<file path="config.mk">
export PLATFORM = sky130hd
export DESIGN_NAME = lcd_image_overlay
export DESIGN_NICKNAME = d
export VERILOG_FILES = /design/src/rtl/lcd_pkg.sv /design/src/rtl/lcd_sig_delay.sv /design/src/rtl/lcd_image_overlay.sv
export SDC_FILE = /design/constraint.sdc
export NUM_CORES = 1
export LEC_CHECK = 0
export CORE_MARGIN = 10
export CORE_UTILIZATION = 38
export CTS_BUF_LIST = sky130_fd_sc_hd__clkbuf_16
export CTS_CLUSTER_SIZE = 10
export DETAILED_ROUTE_END_ITERATION = 12
export PLACE_DENSITY = 0.69
export SKIP_CTS_REPAIR_TIMING = 1
export SLEW_MARGIN = 40
export SYNTH_ARGS = -nofsm -noshare
export SYNTH_HDL_FRONTEND = slang
export SYNTH_SLANG_ARGS = --single-unit
</file>
<file path="constraint.sdc">
create_clock -name clk -period 2.51 [get_ports clk]
set_input_delay 0.502 -clock clk [delete_from_list [all_inputs] [get_ports clk]]
set_output_delay 0.502 -clock clk [all_outputs]
set_load 0.005 [all_outputs]
</file>
<file path="src/rtl/lcd_pkg.sv">
// rtl/lcd_pkg.sv - shared types, colours and helpers for the LCD image overlay
package lcd_pkg;

  typedef logic [15:0] rgb565_t;

  localparam rgb565_t RGB_BLACK = 16'h0000;
  localparam rgb565_t RGB_WHITE = 16'hFFFF;

  // Visible area of the 480x272 panel driven by the upstream timing generator.
  localparam int H_ACTIVE = 480;
  localparam int V_ACTIVE = 272;

  typedef enum logic {IDLE, SHOW} state_e;

  typedef enum logic [1:0] {PX_NONE, PX_BG, PX_BORDER, PX_WIN} px_class_e;

  function automatic rgb565_t gray_to_rgb565(input logic [7:0] g);
    return {g[7:3], g[7:2], g[7:3]};
  endfunction

endpackage

</file>
<file path="src/rtl/lcd_sig_delay.sv">
// rtl/lcd_sig_delay.sv - fixed-depth shift register with asynchronous clear
module lcd_sig_delay #(
  parameter int WIDTH = 1,
  parameter int DEPTH = 3
) (
  input  logic             clk,
  input  logic             rst_n,
  input  logic [WIDTH-1:0] din,
  output logic [WIDTH-1:0] dout
);

  logic [WIDTH-1:0] pipe_q [DEPTH];
  logic [WIDTH-1:0] pipe_d [DEPTH];

  always_comb begin
    pipe_d[0] = din;
    for (int i = 1; i < DEPTH; i++) begin
      pipe_d[i] = pipe_q[i-1];
    end
  end

  always_ff @(posedge clk or negedge rst_n) begin
    if (!rst_n) begin
      for (int i = 0; i < DEPTH; i++) begin
        pipe_q[i] <= '0;
      end
    end else begin
      pipe_q <= pipe_d;
    end
  end

  assign dout = pipe_q[DEPTH-1];

endmodule

</file>
<file path="src/rtl/lcd_image_overlay.sv">
// rtl/lcd_image_overlay.sv - places a RAM-backed grayscale image in a bordered window
// on the LCD raster and drives RGB565 with syncs delayed to match.
module lcd_image_overlay
  import lcd_pkg::*;
#(
  parameter int      IMG_W        = 192,
  parameter int      IMG_H        = 192,
  parameter int      IMG_X0       = 144,
  parameter int      IMG_Y0       = 40,
  parameter int      ADDR_W       = 16,
  parameter logic    VS_POL       = 1'b0,
  parameter rgb565_t BG_COLOR     = RGB_BLACK,
  parameter rgb565_t BORDER_COLOR = RGB_WHITE
) (
  input  logic              clk,
  input  logic              rst_n,
  input  logic              in_hs,
  input  logic              in_vs,
  input  logic              in_de,
  input  logic [9:0]        in_x,
  input  logic [9:0]        in_y,
  input  logic              img_frame_rdy,
  output logic              img_rd_en,
  output logic [ADDR_W-1:0] img_addr,
  input  logic [7:0]        img_rdata,
  output logic              frame_done,
  output logic              showing,
  output logic              lcd_hs,
  output logic              lcd_vs,
  output logic              lcd_de,
  output logic [15:0]       lcd_rgb
);

  localparam logic [ADDR_W-1:0] LAST_ADDR = ADDR_W'(IMG_W * IMG_H - 1);

  int        x_i, y_i;
  logic      in_win_x, in_win_y, in_ring_x, in_ring_y;
  px_class_e cls0;
  logic      rd0;
  logic      frame_start;

  state_e            state_q, state_d;
  logic              vs_prev_q, vs_prev_d;
  logic [ADDR_W-1:0] cnt_q, cnt_d;
  logic [ADDR_W-1:0] img_addr_q, img_addr_d;
  logic              done_q, done_d;
  logic              rd_en_q, rd_en_d;
  logic              frame_done_q, frame_done_d;
  rgb565_t           rgb_q, rgb_d;

  logic [2:0] cls_rd2;
  px_class_e  cls2;
  logic       rd2;

  always_comb begin
    x_i = {22'd0, in_x};
    y_i = {22'd0, in_y};
    in_win_x  = (x_i >= IMG_X0) && (x_i < IMG_X0 + IMG_W);
    in_win_y  = (y_i >= IMG_Y0) && (y_i < IMG_Y0 + IMG_H);
    in_ring_x = (x_i >= IMG_X0 - 1) && (x_i <= IMG_X0 + IMG_W) && (x_i < H_ACTIVE);
    in_ring_y = (y_i >= IMG_Y0 - 1) && (y_i <= IMG_Y0 + IMG_H) && (y_i < V_ACTIVE);
    cls0 = PX_NONE;
    if (in_de) begin
      if (in_win_x && in_win_y) begin
        cls0 = PX_WIN;
      end else if (in_ring_x && in_ring_y) begin
        cls0 = PX_BORDER;
      end else begin
        cls0 = PX_BG;
      end
    end
  end

  assign frame_start = (in_vs == VS_POL) && (vs_prev_q != VS_POL);

  // Raster-order counter replaces (y-Y0)*W+(x-X0); done_q stops reads once the
  // last address went out, so malformed timing cannot run past the image.
  always_comb begin
    vs_prev_d    = in_vs;
    state_d      = state_q;
    cnt_d        = cnt_q;
    done_d       = done_q;
    img_addr_d   = img_addr_q;
    rd0          = (cls0 == PX_WIN) && (state_q == SHOW) && !done_q;
    rd_en_d      = rd0;
    frame_done_d = rd0 && (cnt_q == LAST_ADDR);
    if (frame_start) begin
      state_d    = img_frame_rdy ? SHOW : IDLE;
      cnt_d      = '0;
      done_d     = 1'b0;
      img_addr_d = '0;
    end else if (rd0) begin
      img_addr_d = cnt_q;
      if (cnt_q == LAST_ADDR) begin
        done_d = 1'b1;
      end else begin
        cnt_d = cnt_q + 1'b1;
      end
    end
  end

  lcd_sig_delay #(.WIDTH(3), .DEPTH(3)) u_sync_delay (
    .clk  (clk),
    .rst_n(rst_n),
    .din  ({in_hs, in_vs, in_de}),
    .dout ({lcd_hs, lcd_vs, lcd_de})
  );

  lcd_sig_delay #(.WIDTH(3), .DEPTH(2)) u_class_delay (
    .clk  (clk),
    .rst_n(rst_n),
    .din  ({cls0, rd0}),
    .dout (cls_rd2)
  );

  assign cls2 = px_class_e'(cls_rd2[2:1]);
  assign rd2  = cls_rd2[0];

  always_comb begin
    rgb_d = RGB_BLACK;
    case (cls2)
      PX_WIN:    rgb_d = rd2 ? gray_to_rgb565(img_rdata) : BG_COLOR;
      PX_BORDER: rgb_d = BORDER_COLOR;
      PX_BG:     rgb_d = BG_COLOR;
      default:   rgb_d = RGB_BLACK;
    endcase
  end

  always_ff @(posedge clk or negedge rst_n) begin
    if (!rst_n) begin
      state_q      <= IDLE;
      vs_prev_q    <= VS_POL;
      cnt_q        <= '0;
      img_addr_q   <= '0;
      done_q       <= 1'b0;
      rd_en_q      <= 1'b0;
      frame_done_q <= 1'b0;
      rgb_q        <= RGB_BLACK;
    end else begin
      state_q      <= state_d;
      vs_prev_q    <= vs_prev_d;
      cnt_q        <= cnt_d;
      img_addr_q   <= img_addr_d;
      done_q       <= done_d;
      rd_en_q      <= rd_en_d;
      frame_done_q <= frame_done_d;
      rgb_q        <= rgb_d;
    end
  end

  assign img_rd_en  = rd_en_q;
  assign img_addr   = img_addr_q;
  assign frame_done = frame_done_q;
  assign showing    = (state_q == SHOW);
  assign lcd_rgb    = rgb_q;

endmodule
</file>
==> flow_metrics.tcl <==
set metrics [dict create \
    finalCriticalPeriod_ps 2340 \
    seq_power_share_pct 53.2 \
    max_freq_ghz 0.428 \
    die_w_um 102 \
    power.switching_mw 0.370 \
    status "finished, final reports clean" \
    drt_pre_antenna_iters 4 \
    drv_cap 0 \
    reg2reg_slack_ps 540 \
    via_per_inst 5.12 \
    grt_pass1_wl_mm 9.90 \
    maxSlewViolCount 0 \
    start_util_pct 39.6 \
    multi_input_area_um2 1010 \
    final_nets 376 \
    die_area_um2 10400 \
    final_area_um2 3560 \
    ys_ff_latch 56 \
    reg2reg_depth 7 \
    h-tree-depth 2 \
    yosys_warnings 0 \
    area_growth_pct 39.3 \
    timing.final.crit_share_pct 93.2 \
    finalNonFillerCells 419 \
    r2r_end "cnt_q[11]" \
    hold_class "in2async" \
    crit_type "in2reg" \
    portBuffers 69 \
    mostFrequentLayoutCells "clkdlybuf4s50_1, nand2_1, dfrtp_1, buf_4, a21oi_1" \
    cts_sinks 56 \
    avgSynthCellArea_um2 9.84 \
    yosysUniqueCellTypes 47 \
    cts_buffer_depth 2 \
    grt_pass1_vias 2108 \
    synth_seq_area_share_pct 54.8 \
    hpwl_mm 4.56 \
    hold_viol_final 0 \
    start_kind "input pin" \
    core-area_um2 6460 \
    swShare_pct 21.3 \
    syn-num-nets 295 \
    cts_root_buffer "clkbuf_16" \
    synth_area_um2 2560 \
    gr-total-overflow 0 \
    cp-end-kind "register" \
    remaining_drc_errors 0 \
    place.gp.congestion 0.862 \
    required_ps 2720 \
    antenna_left 0 \
    grtUsageTotal_pct 11.6 \
    clock_skew_ps 9.43 \
    place_inst 411 \
    pwr-share-comb_pct 8.5 \
    netlist_instances 260 \
    grt_max_degree 57 \
    cp.arrival_ps 2550 \
    drive_gt1_share_pct 11.1 \
    ys_top_cells_by_area "dfrtp_1, nand2_1, a21oi_1" \
    p_per_area_nw_per_um2 486 \
    cts_tree "built" \
    die_h_um 102 \
    dpl-instance-area_um2 3420 \
    synth_top_area_share_pct 54.8 \
    rsz0062_at_grt "no" \
    clk_latency_ps 290 \
    synth_edf_count 0 \
    vias 2145 \
    synth_top_flop_cell "dfrtp_1" \
    drtIter0Drc 160 \
    cp_max_fo 15 \
    cts.reportedPaths.clkPinSlew_ps 70 \
    io_pins 72 \
    wl_per_cell_um 14.4 \
    numCtsBuffers 5 \
    irDropWorstVdd_mv 0.298 \
    placement_rows 29 \
    intPower_mw 1.36 \
    clockPowerShare_pct 38.3 \
    setup_viol 0 \
    n_antenna_cell 0 \
    final_common_cell "clkdlybuf4s50_1" \
    fillers 589 \
    antenna_found_initial 0 \
    async_flop_share_pct 100 \
    tightest_slew_ps 692 \
    leakage_nw 1.49 \
    yosysTopAreaCell "dfrtp_1" \
    max-slew-margin-rel_pct 53.9 \
    wirelength_mm 6.04 \
    register_area_um2 1400 \
    timing.rr.start "cnt_q[0]" \
]
-- flip-flops by register name, summed over array words and instances (netlist names) --
name                  flops
u_class_delay.dout        3
done_q                    1
u_sync_delay.dout         3
cnt_q                    16
u_class_delay.pipe_d      3
u_sync_delay.pipe_d       6
lcd_rgb                   6
showing                   1
img_addr                 16
frame_done                1
-- cell type report --
type                    count  area share (%)
flip-flops and latches     56            39.3
inverters                   5           0.527
multi-input cells         178            28.4
clock inverters             3           0.456
clock buffers               5            3.51
well taps                  77            2.70
repair buffers             95            25.1
-- critical path, cell delays in order --
cell             delay, ps
clkdlybuf4s50_1        510
o21ai_0                120
a221o_1                380
or2_4                  330
buf_4                  160
nor4_1                 320
mux2i_1                210
-- synth_stat cells (all sizes together), types with 2 or more instances --
| cell type | count |
|---|---|
| o21ai | 6 |
| nor4 | 5 |
| nand2b | 5 |
| nand2 | 59 |
| or4 | 5 |
| nor3 | 3 |
| nor2 | 7 |
| inv | 5 |
| a21oi | 24 |
| mux2i | 4 |
| and4 | 2 |
| or2 | 2 |
| nand3 | 4 |
| nand4 | 8 |
| clkbuf | 6 |
| and2 | 3 |
| o31ai | 4 |
| and3 | 2 |
| nor3b | 2 |
| dfrtp | 56 |
| nand3b | 2 |
| o211ai | 4 |
| o2111ai | 2 |
| o21a | 2 |
| buf | 15 |
| a21boi | 6 |
-- logic make-up (layout without fill, tap and decap cells) --
logic type / after synthesis / count (layout) / share of synthesized area, %
buffers and inverters: 26 / 108 / 5.72
adders and majority gates: 1 / 1 / 0.489
and+or+nand+nor: 116 / 116 / 23.0
muxes: 4 / 4 / 1.57
DFF: 56 / 56 / 54.8
AOI/OAI and AO/OA: 57 / 57 / 14.4
-- layer usage --
layer,global-route usage (%),up-vias,share of wire (%)
met4,4.34,0,1.5
met2,18.7,57,46
met1,14.2,1000,45
li1,-,1080,-
met3,3.85,8,7.3
met5,0,-,0
-- worst max path at each step --
stage	startpoint	slack (ps)	to	cells past startpoint
final	in_y[5]	170	cnt_q[10]	7
after global routing	in_y[5]	60	cnt_q[8]	7
after CTS	in_y[5]	30	cnt_q[10]	7
after detailed placement	in_y[4]	-270	cnt_q[10]	7
after global placement	in_y[5]	-260	cnt_q[10]	7
after floorplan	in_y[4]	380	cnt_q[9]	7
-- power groups by stage --
stage	combinational [mW]	sequential, mW	clock [mW]
after CTS	0.150	0.922	0.685
after global routing	0.163	0.923	0.723
after global placement	0.146	0.939	0
after floorplan	0.0366	0.939	0
final	0.148	0.922	0.663
after detailed placement	0.149	0.940	0
-- metrics by stage --
step                setup TNS (ps)  power [mW]  hold WS [ps]  worst slack (ps)  util (%)
global placement             -2690        1.09           333              -259      52.9
floorplan                        0       0.975           206               376         -
CTS                              0        1.76           350              28.1      55.1
global route                     0        1.81           354              57.4      55.2
finish                           0        1.73           346               171      55.2
detailed placement           -3710        1.09           335              -266      52.9
Note: power is estimated with default switching activity, not from simulation.
